## config.mk

```make
export PLATFORM = sky130hd
export DESIGN_NAME = output_deserializer
export DESIGN_NICKNAME = d
export VERILOG_FILES = /design/src/rtl/output_deserializer.sv
export SDC_FILE = /design/constraint.sdc
export NUM_CORES = 1
export LEC_CHECK = 0
export ABC_CLOCK_PERIOD_IN_PS = 4820
export BUFFER_PORTS_ARGS = -buffer_cell sky130_fd_sc_hd__buf_2
export CORE_MARGIN = 10
export CORE_UTILIZATION = 53
export CTS_BUF_LIST = sky130_fd_sc_hd__clkbuf_16
export DETAILED_ROUTE_END_ITERATION = 10
export PLACE_DENSITY = 0.88
export SYNTH_ARGS = -nofsm -noshare
export SYNTH_HDL_FRONTEND = slang
export SYNTH_SLANG_ARGS = --single-unit
```

## constraint.sdc

```tcl
create_clock -name clk -period 4.82 [get_ports clk]
set_clock_uncertainty 0.15 [all_clocks]
set_input_delay 0.964 -clock clk [delete_from_list [all_inputs] [get_ports clk]]
set_output_delay 0.964 -clock clk [all_outputs]
set_load 0.02 [all_outputs]
```

## src/rtl/output_deserializer.sv

```systemverilog
// output_deserializer
//   Packs a serial stream of words (valid/ready in) into a parallel vector
//   (valid/ack out). Word k lands at parallelOut[(k+1)*dataWidth-1 -: dataWidth],
//   matching the slice order of the downstream serializer.
//   Optional feature macro: DESER_INDEX_CHECK_EN adds inIndex/indexError, a
//   sticky flag raised when the sender's index disagrees with the write slot.
//
//   state   | meaning
//   COLLECT | accepting words, inReady high
//   FULL    | vector complete, outValid high, waiting for outAck
module output_deserializer #(
    parameter int numOutputs   = 16,
    parameter int dataWidth    = 16,
    parameter int counterWidth = (numOutputs > 1) ? $clog2(numOutputs) : 1
) (
    input  logic                              clk,
    input  logic                              reset,
    input  logic                              clear,
    input  logic                              inValid,
    input  logic [dataWidth-1:0]              inData,
    output logic                              inReady,
    output logic [counterWidth-1:0]           counterOut,
    output logic [dataWidth*numOutputs-1:0]   parallelOut,
    input  logic                              outAck,
`ifdef DESER_INDEX_CHECK_EN
    input  logic [counterWidth-1:0]           inIndex,
    output logic                              indexError,
`endif
    output logic                              outValid
);

    typedef enum logic {
        COLLECT = 1'b0,
        FULL    = 1'b1
    } state_t;

    localparam logic [counterWidth-1:0] lastSlot = counterWidth'(numOutputs - 1);

    state_t state;

    // Ready depends on state only, so the sender never sees a combinational path from inValid.
    assign inReady = (state == COLLECT);

    // Sequencing: reset beats clear, clear beats accept/ack; parallelOut survives clear.
    always_ff @(posedge clk) begin
        if (reset) begin
            state       <= COLLECT;
            counterOut  <= '0;
            outValid    <= 1'b0;
            parallelOut <= '0;
`ifdef DESER_INDEX_CHECK_EN
            indexError  <= 1'b0;
`endif
        end else if (clear) begin
            state      <= COLLECT;
            counterOut <= '0;
            outValid   <= 1'b0;
`ifdef DESER_INDEX_CHECK_EN
            indexError <= 1'b0;
`endif
        end else begin
            case (state)
                COLLECT: begin
                    if (inValid) begin
                        parallelOut[int'(counterOut)*dataWidth +: dataWidth] <= inData;
`ifdef DESER_INDEX_CHECK_EN
                        if (inIndex != counterOut) begin
                            indexError <= 1'b1;
                        end
`endif
                        if (counterOut == lastSlot) begin
                            counterOut <= '0;
                            state      <= FULL;
                            outValid   <= 1'b1;
                        end else begin
                            counterOut <= counterOut + counterWidth'(1);
                        end
                    end
                end
                FULL: begin
                    // Words offered while full are ignored; ack reopens collection.
                    if (outAck) begin
                        state    <= COLLECT;
                        outValid <= 1'b0;
                    end
                end
                default: begin
                    state <= COLLECT;
                end
            endcase
        end
    end

endmodule

```

==> results of run 1 <==
synthesized netlist by cell type (5+ instances only):
cell      number
dfxtp_1      262
nand2_1      133
nand2b_1     127
mux2i_1      116
nand3_1       87
a21oi_1       82
clkbuf_1      77
or3_1         48
nand4_1       35
buf_2         21
nor2b_1       19
nand3b_1      17
a22o_1        16
a32o_1        16
o31ai_1       16
nor2_1        15
buf_4         13
buf_6         12
o32ai_1       12
and3_1         7
ha_1           5
registers in the layout (all words and copies together), names as in the netlist:
| name | flops |
|---|---|
| counterOut | 4 |
| outValid | 1 |
| parallelOut | 256 |
| state | 1 |
worst max-delay path by stage:
stage	from	to	slack (ns)	cells past startpoint
4_1_cts	counterOut[2]	parallelOut[233]	0.71	6
6_report	counterOut[2]	parallelOut[233]	0.71	6
5_1_grt	counterOut[2]	parallelOut[233]	0.51	6
3_3_place_gp	counterOut[2]	parallelOut[234]	1.03	6
3_5_place_dp	counterOut[2]	parallelOut[233]	0.79	6
2_1_floorplan	counterOut[0]	parallelOut[230]	1.33	12
final cells by class:
cell class | count | area [um^2] | area share
Antenna cell | 1 | 2.50 | 0.000188
Clock buffer | 27 | 676 | 0.0509
Clock inverter | 21 | 224 | 0.0169
Inverter | 4 | 15.0 | 0.00113
Multi-Input combinational cell | 801 | 5310 | 0.399
Sequential cell | 262 | 5250 | 0.395
Tap cell | 275 | 344 | 0.0259
Timing Repair Buffer | 287 | 1470 | 0.111
per-stage QoR:
stage,utilization,power [W]
after floorplan,-,0.00237
after global placement,0.593,0.00245
after detailed placement,0.593,0.00245
after CTS,0.636,0.00455
after global routing,0.636,0.00466
final,0.636,0.00454
cells in the final DEF (no fill, tap or decap), types with 2 or more instances in the layout:
cell type / count
buf_2: 281
dfxtp_1: 261
nand2_1: 133
nand2b_1: 127
mux2i_1: 116
nand3_1: 87
a21oi_1: 82
or3_1: 48
nand4_1: 35
clkbuf_16: 27
nor2b_1: 19
nand3b_1: 17
a22o_1: 16
o31ai_1: 16
a32o_1: 16
nor2_1: 14
o32ai_1: 12
clkinv_2: 8
inv_1: 7
and3_1: 7
ha_1: 5
bufinv_16: 5
nor3_1: 4
nor4_1: 4
clkinv_1: 4
buf_4: 4
and2_1: 3
and4b_1: 2
nand4b_1: 2
o211ai_2: 2
xnor2_1: 2
where the power goes:
part,switching [W],total (W),internal [W]
Sequential,0.00000303,0.00217,0.00217
Combinational,0.000178,0.000238,0.0000605
Clock,0.000849,0.00213,0.00128
Total,0.00103,0.00454,0.00351
cells by family after synthesis:
group	count (synthesis)
compound gates	156
xor+xnor	5
fa+ha+maj	5
buf+inv	130
flops	262
mux	116
simple gates	519
layer usage:
metal / routed length (um) / up-vias / part of all wire
li1: - / 4525 / -
met1: 14700 / 4766 / 0.40
met2: 17000 / 484 / 0.46
met3: 3450 / 116 / 0.094
met4: 1690 / 0 / 0.046
met5: 0 / - / 0
critical path: stages (launching register included):
cell	delay [ns]
dfxtp_1	0.80
nor3_1	0.11
ha_1	0.58
nor4b_4	0.48
nor2b_1	0.71
o211a_1	0.84
mux2i_1	0.32
==> run metrics, run 1 <==
status=completed; core area=20900 um^2; H-tree levels=1; hold endpoint=parallelOut[52]; worst slack, placed=0.794 ns; met1 track utilization from global routing=0.322; WL per Instance=21.9 um; r2r worst-path depth=6; grt ovf=0; Worst Max-Slew Pin Slew=1.25 ns; Peak supply drop=322 uV; 1st-iter DRT viols=850; max_slew headroom=0.163; setup violators final=0; Root Driver=clkbuf_16; GRT met3 Usage=0.0620; IO buf count=282; DIE HEIGHT=165 um; compound-gate portion of the synthesized area=0.0985; max-capacitance violation count=0; Crit Path Category=flip-flop to flip-flop; setup TNS=0 ns; Async SR Flop Fraction=0; Post-Synth XOR/XNOR Area=0.00626; Critical Path Source Type=flip-flop; hpwl dp=24600 um; clock period minus worst slack=4.11 ns; Final WS setup=0.705 ns; RSZ-0062 raised after global routing=no; Vias per Instance=5.89; Synth Flop Type=dfxtp_1; syn_nets=1219; worst min-delay path startpoint=parallelOut[52]; final hold vios=0; Reg-to-Reg Start=counterOut[2]; flops & latches, synth=262; pin count of the biggest net entering global routing=144; Num CTS Buffers=26; Post-Synthesis Cells=1193; filler cell count=1696; Worst-path clk slew=0.06 ns; total track usage=0.251; WHS=0.298 ns; Final period util=0.854; initial antenna violation count=1; CTS sink count=262; post-synthesis sequential area ratio=0.469; Core Rows=53; Nets=1408; layout cells sized above 1=0.250; CP Max Fanout=18; r2r setup slk=0.71 ns; Placed Instances=1629; die width=165 um; area of the mapped netlist=11200 um^2; busiest layer in global routing=met2; cell area after layout=13300 um^2; Routed Antenna Nets=0; DRC viols=0; post-synth cell types=61; Clock Tree Buf Depth=3; CP required=5.10 ns; syn avg cell area=9.38 um^2; Detailed Route WL=36800 um; power per cell area=342 nW/um^2; max-slew violations=0; post-synthesis adder-cell area fraction=0.00559; LEAKAGE=5.36 nW; WHS Path Cells=2; router iterations before antenna repair=5; area leader, netlist=dfxtp_1; global-route wire length before repair=54400 um; number of synthesized flops with an enable pin=0; Synth Warn #=0; Max Fclk=0.243 GHz; die area=27300 um^2; Hold Crit Class=flip-flop to flip-flop; r2r endpoint=parallelOut[233]; top cells by area, synth=dfxtp_1, mux2i_1, nand2b_1; largest family of logic cells by synthesized area=simple AND/OR/NAND/NOR gates; mux contribution to synthesized area=0.104; I/O pins=283; clock latency on the worst-skew pair=0.53 ns; via count=9891; Layout area overhead=18.6%; CTS tree=yes; GPL Wtd Cong=0.863; post-CTS sizing=0; Final Non-Filler Cells=1678; post-synth top area share=0.469; dpl cell area=12400 um^2; simple-gate portion of the synthesized area=0.259; # Post-CTS Setup Buffers=0; hold buffer count at cts=0; vias in the first global route=9552; Initial Util=0.536; met2 Track Usage GR=0.390; Critical Path Sink Type=flip-flop; Crit path arrival time=4.39 ns
(Power assumes the default switching activity.)
==> run 2, diff against run 1 <==
Settings changed: CORE_UTILIZATION 53 to 38, MAX_ROUTING_LAYER set to met4, PLACE_DENSITY 0.88 to 0.68.
==> run 2 against run 1 <==
Final area rose by 0.68%. Setup slack better by 0.39 ns. Sequential power is essentially flat. Sequential share of layout area fell by 0.27 points. Fmax increased by 10%. Utilization is 17 points lower. Combinational power hardly changed. Flip-flop and latch count is the same. Wire length grew 5.4%. Critical path type unchanged. Critical endpoint is now parallelOut[72]. Largest cell class unchanged. Largest power group unchanged.
==> run metrics, run 2 (synthesized netlist as in run 1, its figures left out) <==
Vias per Instance=5.33 (was 5.89); die area=36700 um^2 (was 27300 um^2); CP required=5.12 ns (was 5.10 ns); CTS sink count=262 (unchanged); core area=28900 um^2 (was 20900 um^2); post-CTS sizing=0 (unchanged); RSZ-0062 raised after global routing=no (unchanged); DR WL met2=18200 um (was 17000 um); router iterations before antenna repair=5 (unchanged); DRC viols=0 (unchanged); grt ovf=0 (unchanged); hpwl dp=26400 um (was 24600 um); Clock Tree Buf Depth=3 (unchanged); via count=9543 (was 9891); LEAKAGE=5.36 nW (about the same); CP Max Fanout=18 (unchanged); pin count of the biggest net entering global routing=147 (was 144); dpl cell area=12500 um^2 (was 12400 um^2); global-route wire length before repair=57200 um (was 54400 um); Root Driver=clkbuf_16 (unchanged); WL met3=2790 um (was 3450 um); clock latency on the worst-skew pair=0.54 ns (was 0.53 ns); max reg flops=256 (unchanged); WL per Instance=21.6 um (was 21.9 um); max-capacitance violation count=0 (unchanged); cell area after layout=13400 um^2 (was 13300 um^2); Critical Path Sink Type=flip-flop (unchanged); Total Power=0.00440 W (was 0.00454 W); setup TNS=0 ns (unchanged); most flop-heavy register=parallelOut (unchanged); Nets=1415 (was 1408); H-tree levels=1 (unchanged); commonest non-fill, non-tap cell in the layout=buf_2 (unchanged); Worst Max-Slew Pin Slew=1.23 ns (was 1.25 ns); total track usage=0.206 (was 0.251); hold buffer count at cts=0 (unchanged); Critical Path Source Type=flip-flop (unchanged); Worst-path clk slew=0.06 ns (about the same); 1st-iter DRT viols=732 (was 850); Hold Crit Class=flip-flop to flip-flop (unchanged); die width=192 um (was 165 um); setup violators final=0 (unchanged); GPL Wtd Cong=0.838 (was 0.863); Layout area overhead=19.4% (was 18.6%); Crit path arrival time=4.03 ns (was 4.39 ns); layout cells sized above 1=0.247 (was 0.250); IO buf count=282 (unchanged); commonest cells after routing, fill and taps aside=buf_2, dfxtp_1, nand2_1 (unchanged); registers with the most flip-flops=parallelOut: 256 flops, counterOut: 4 flops (unchanged); status=completed (unchanged); CTS tree=yes (unchanged); final hold vios=0 (unchanged); Final WS setup=1.09 ns (was 0.705 ns); power per cell area=329 nW/um^2 (was 342 nW/um^2); DIE HEIGHT=192 um (was 165 um); filler cell count=2778 (was 1696); DR top layer=met4 (unchanged); Antenna diodes=0 (was 1); Initial Util=0.388 (was 0.536); Peak supply drop=242 uV (was 322 uV); Core Rows=62 (was 53); Crit Path Category=flip-flop to flip-flop (unchanged); max_slew headroom=0.178 (was 0.163); worst slack, placed=1.13 ns (was 0.794 ns); Detailed Route WL=38700 um (was 36800 um); met1 WL=16900 um (was 14700 um); Num CTS Buffers=28 (was 26); I/O pins=283 (unchanged); Routed Antenna Nets=0 (unchanged); # Post-CTS Setup Buffers=0 (unchanged); Core Util, Final=0.463 (was 0.636); Max Fclk=0.268 GHz (was 0.243 GHz); clock period minus worst slack=3.73 ns (was 4.11 ns); max-slew violations=0 (unchanged); Final period util=0.773 (was 0.854); vias in the first global route=9286 (was 9552); initial antenna violation count=0 (was 1)
-- run 2: changes by cell type in the layout (fill, tap and decap cells not counted) --
| cell | previous run | this run |
|---|---|---|
| buf_12 | 1 | 0 |
| bufinv_16 | 5 | 1 |
| inv_1 | 7 | 12 |
| clkbuf_16 | 27 | 29 |
| diode_2 | 1 | 0 |
| buf_4 | 4 | 10 |
| clkinv_1 | 4 | 6 |
| clkinv_2 | 8 | 3 |
-- run 2: worst max-delay path: stages, from the launching register on --
cell       delay, ns
dfxtp_1         0.78
nor3_1          0.10
ha_1            0.74
nand4bb_1       0.17
a211oi_1        0.48
and3_1          0.91
mux2i_1         0.29
-- run 2: routing by layer --
metal,global-route usage,vias up
met5,-,-
met4,0.0583,0
met3,0.0415,47
met2,0.323,355
met1,0.264,4607
li1,-,4534
-- run 2: final cells by class --
type	count	area (um^2)	area share
tap	384	480	0.0359
multi-input combinational	801	5310	0.397
inverter	4	15.0	0.00112
timing repair buffer	292	1490	0.112
sequential	262	5250	0.392
clock inverter	19	105	0.00786
clock buffer	29	726	0.0543
-- run 2: worst paths after layout --
| kind | from | endpoint | slack (ns) | cells past startpoint |
|---|---|---|---|---|
| max | counterOut[2] | parallelOut[72] | 1.09 | 6 |
| min | parallelOut[157] | parallelOut[157] | 0.30 | 2 |
| max reg2reg | counterOut[2] | parallelOut[72] | 1.09 | 6 |
| min reg2reg | parallelOut[157] | parallelOut[157] | 0.30 | 2 |
-- run 2: power breakdown --
| part | switching (W) | internal (W) | leakage [nW] | total, W |
|---|---|---|---|---|
| clock | 0.000860 | 0.00113 | 0.435 | 0.00198 |
| sequential | 0.00000639 | 0.00217 | 2.11 | 0.00218 |
| combinational | 0.000178 | 0.0000615 | 2.82 | 0.000240 |
-- run 2: per-stage QoR --
stage                     hold slack [ns]  instances
after floorplan                     0.378       1193
after global placement              0.285       1743
after detailed placement            0.291       1743
after CTS                           0.299       1791
after global routing                0.313       1791
final                               0.298       1791
==> run 3, diff against run 2 <==
Settings changed: ABC_AREA set to 1, ABC_CLOCK_PERIOD_IN_PS 4820 to 3200, PLACE_DENSITY 0.68 to 0.7.
Clock period 4.82 ns to 3.2 ns, I/O delays scaled along.
==> run 3 against run 2 <==
Sequential share of layout area down 3.7 points. Largest cell class unchanged. First-iteration DRC count up 63%. Wire length up 13%. Register-to-register slack worse by 0.93 ns. Final area up 10%. Via count up 32%. Total power up 62%. Highest routed layer unchanged.
==> run metrics, run 3 <==
post-synthesis sequential area ratio=0.431 (was 0.469); hold buffer count at cts=0 (unchanged); DIE HEIGHT=199 um (was 192 um); Max Fclk=0.329 GHz (was 0.268 GHz); I/O pins=283 (unchanged); Final WS setup=0.163 ns (was 1.09 ns); H-tree levels=1 (unchanged); # Post-CTS Setup Buffers=0 (unchanged); LEAKAGE=6.88 nW (was 5.36 nW); registers with the most flip-flops=parallelOut: 256 flops, counterOut: 4 flops (unchanged); WHS Path Cells=4 (was 2); die width=199 um (was 192 um); Critical Path Sink Type=flip-flop (unchanged); CTS tree=yes (unchanged); leading post-synthesis cells by instance count=nand2_1, nor2_1, dfxtp_1 (was dfxtp_1, nand2_1, nand2b_1); most frequent cell after synthesis=nand2_1 (was dfxtp_1); Nets=2040 (was 1415); CP Buf/Inv Count=3 (was 0); RSZ-0062 raised after global routing=yes (was no); hpwl dp=31700 um (was 26400 um); Core Rows=65 (was 62); slowest stage delay, CP=0.53 ns (was 0.91 ns); max-slew violations=0 (unchanged); pin count of the biggest net entering global routing=92 (was 147); flops & latches, synth=262 (unchanged); GPL Wtd Cong=0.903 (was 0.838); Placed Instances=2385 (was 1743); most flop-heavy register=parallelOut (unchanged); via count=12.6k (was 9543); area of the mapped netlist=12200 um^2 (was 11200 um^2); Post-Synthesis Cells=1801 (was 1193); core area=31600 um^2 (was 28900 um^2); number of synthesized flops with an enable pin=0 (unchanged); Clock Tree Buf Depth=3 (unchanged); clock latency on the worst-skew pair=0.55 ns (was 0.54 ns); max reg flops=256 (unchanged); CP required=3.54 ns (was 5.12 ns); Hold Crit Class=input port to flip-flop (was flip-flop to flip-flop); setup TNS=0 ns (unchanged); Final Non-Filler Cells=2441 (was 1791); CP Max Fanout=15 (was 18); initial antenna violation count=1 (was 0); commonest cells after routing, fill and taps aside=nand2_1, buf_2, nor2_1 (was buf_2, dfxtp_1, nand2_1); Worst Max-Slew Pin Slew=1.02 ns (was 1.23 ns); Peak supply drop=461 uV (was 242 uV); r2r worst-path depth=9 (was 6); router iterations before antenna repair=5 (unchanged); 1st-iter DRT viols=1195 (was 732); max_slew headroom=0.318 (was 0.178); worst slack, placed=0.260 ns (was 1.13 ns); Detailed Route WL=43600 um (was 38700 um); Num CTS Buffers=29 (was 28); post-CTS sizing=0 (unchanged); r2r endpoint=parallelOut[171] (was parallelOut[72]); Critical Path Source Type=flip-flop (unchanged); met2 Track Usage GR=0.344 (was 0.323); Initial Util=0.385 (was 0.388); global-route wire length before repair=65900 um (was 57200 um); syn_nets=1827 (was 1219); WL per Instance=17.9 um (was 21.6 um); vias in the first global route=11.8k (was 9286); layout cells sized above 1=0.200 (was 0.247); Reg-to-Reg Start=counterOut[1] (was counterOut[2]); Worst-path clk slew=0.06 ns (about the same); grt ovf=0 (unchanged); Routed Antenna Nets=0 (unchanged); hold endpoint=state (was parallelOut[157]); area leader, netlist=dfxtp_1 (unchanged); met1 track utilization from global routing=0.263 (was 0.264); Crit Path Category=flip-flop to flip-flop (unchanged); Crit-path slowest cell=ha_2 (was and3_1); worst min-delay path startpoint=outAck (was parallelOut[157]); Async SR Flop Fraction=0 (unchanged); total track usage=0.215 (was 0.206); max-capacitance violation count=0 (unchanged); CTS sink count=262 (unchanged); post-synth cell types=29 (was 61); Vias per Instance=5.15 (was 5.33); Core Util, Final=0.468 (was 0.463); Largest delay share family, worst path=simple AND/OR/NAND/NOR gates (unchanged); Synth Flop Type=dfxtp_1 (unchanged); busiest layer in global routing=met2 (unchanged); top cells by area, synth=dfxtp_1, nand2_1, nor2_1 (was dfxtp_1, mux2i_1, nand2b_1); post-synth top area share=0.431 (was 0.469); Final period util=0.949 (was 0.773); Root Driver=clkbuf_16 (unchanged); status=completed (unchanged); Layout area overhead=21.3% (was 19.4%); final hold vios=0 (unchanged); power per cell area=483 nW/um^2 (was 329 nW/um^2); Total Power=0.00713 W (was 0.00440 W); IO buf count=282 (unchanged); Synth Warn #=0 (unchanged); critical path, cell by cell=inv_1, ha_2, clkinv_1, buf_4, nor2_1, nand3_1, nand3_1, nand2_1, nor2_1 (was nor3_1, ha_1, nand4bb_1, a211oi_1, and3_1, mux2i_1); r2r setup slk=0.16 ns (was 1.09 ns); Crit path arrival time=3.38 ns (was 4.03 ns); commonest non-fill, non-tap cell in the layout=nand2_1 (was buf_2); syn avg cell area=6.75 um^2 (was 9.38 um^2); setup violators final=0 (unchanged); clock period minus worst slack=3.04 ns (was 3.73 ns); die area=39600 um^2 (was 36700 um^2); GRT met3 Usage=0.0448 (was 0.0415); filler cell count=3242 (was 2778); DRC viols=0 (unchanged)
-- run 3: cell count changes after synthesis, moves of 39 or more --
cell	delta
or3_1	-48
nor3_1	+78
mux2i_1	-116
o21ai_1	+47
nand2b_1	-127
nand2_1	+255
o211a_1	+39
o21ai_0	+53
nor2_1	+267
nand3_1	+115
inv_1	+164
-- run 3: area by class of cell --
| type | instances | area, um^2 | share of cell area |
|---|---|---|---|
| clock buffers | 29 | 726 | 0.0492 |
| repair buffers | 319 | 1710 | 0.116 |
| flip-flops and latches | 262 | 5250 | 0.355 |
| well taps | 402 | 503 | 0.0341 |
| diodes | 4 | 10.0 | 0.000678 |
| multi-input cells | 1218 | 5650 | 0.383 |
| inverters | 184 | 693 | 0.0470 |
| clock inverters | 23 | 215 | 0.0146 |
-- run 3: power breakdown --
group          switching [W]  leakage, nW  internal [W]
clock                0.00138        0.459       0.00196
sequential        0.00000898         2.11       0.00328
combinational       0.000393         4.31      0.000112
total                0.00179         6.88       0.00535
-- run 3: logic make-up (layout without fill, tap and decap cells) --
logic type / count (synthesis) / after routing / share of synthesized area
other: 0 / 4 / 0
xor gates and xnor gates: 1 / 1 / 0.000720
buffers and inverters: 321 / 555 / 0.107
adders and majority gates: 5 / 5 / 0.00514
AOI/OAI and AO/OA: 228 / 228 / 0.113
DFF: 262 / 262 / 0.431
and+or+nand+nor: 984 / 984 / 0.343
-- run 3: worst max path at each step --
| stage | startpoint | to | slack (ns) | cells past startpoint |
|---|---|---|---|---|
| floorplan | counterOut[0] | parallelOut[2] | 0.38 | 12 |
| global placement | counterOut[1] | parallelOut[170] | 0.28 | 9 |
| detailed placement | counterOut[1] | parallelOut[42] | 0.26 | 9 |
| CTS | counterOut[1] | parallelOut[106] | 0.21 | 9 |
| global route | counterOut[1] | parallelOut[42] | -0.006 | 9 |
| finish | counterOut[1] | parallelOut[171] | 0.16 | 9 |
-- run 3: worst register-to-register path, delay by kind of cell, from the launching register on --
kind | cells | cell delay [ns]
and+or+nand+nor | 5 | 0.95
DFF | 1 | 0.52
adders and majority gates | 1 | 0.53
buffers and inverters | 3 | 0.82
-- run 3: per-layer routing --
| layer | share of wire | vias to the layer above |
|---|---|---|
| li1 | - | 6156 |
| met4 | 0.035 | 0 |
| met5 | 0 | - |
| met2 | 0.47 | 513 |
| met1 | 0.42 | 5804 |
| met3 | 0.083 | 94 |
-- run 3: per-stage QoR --
step	hold WS, ns	area (um^2)
3_3_place_gp	0.301	13800
6_report	0.206	14800
2_1_floorplan	0.304	12200
3_5_place_dp	0.303	13800
4_1_cts	0.198	14700
5_1_grt	0.229	14700
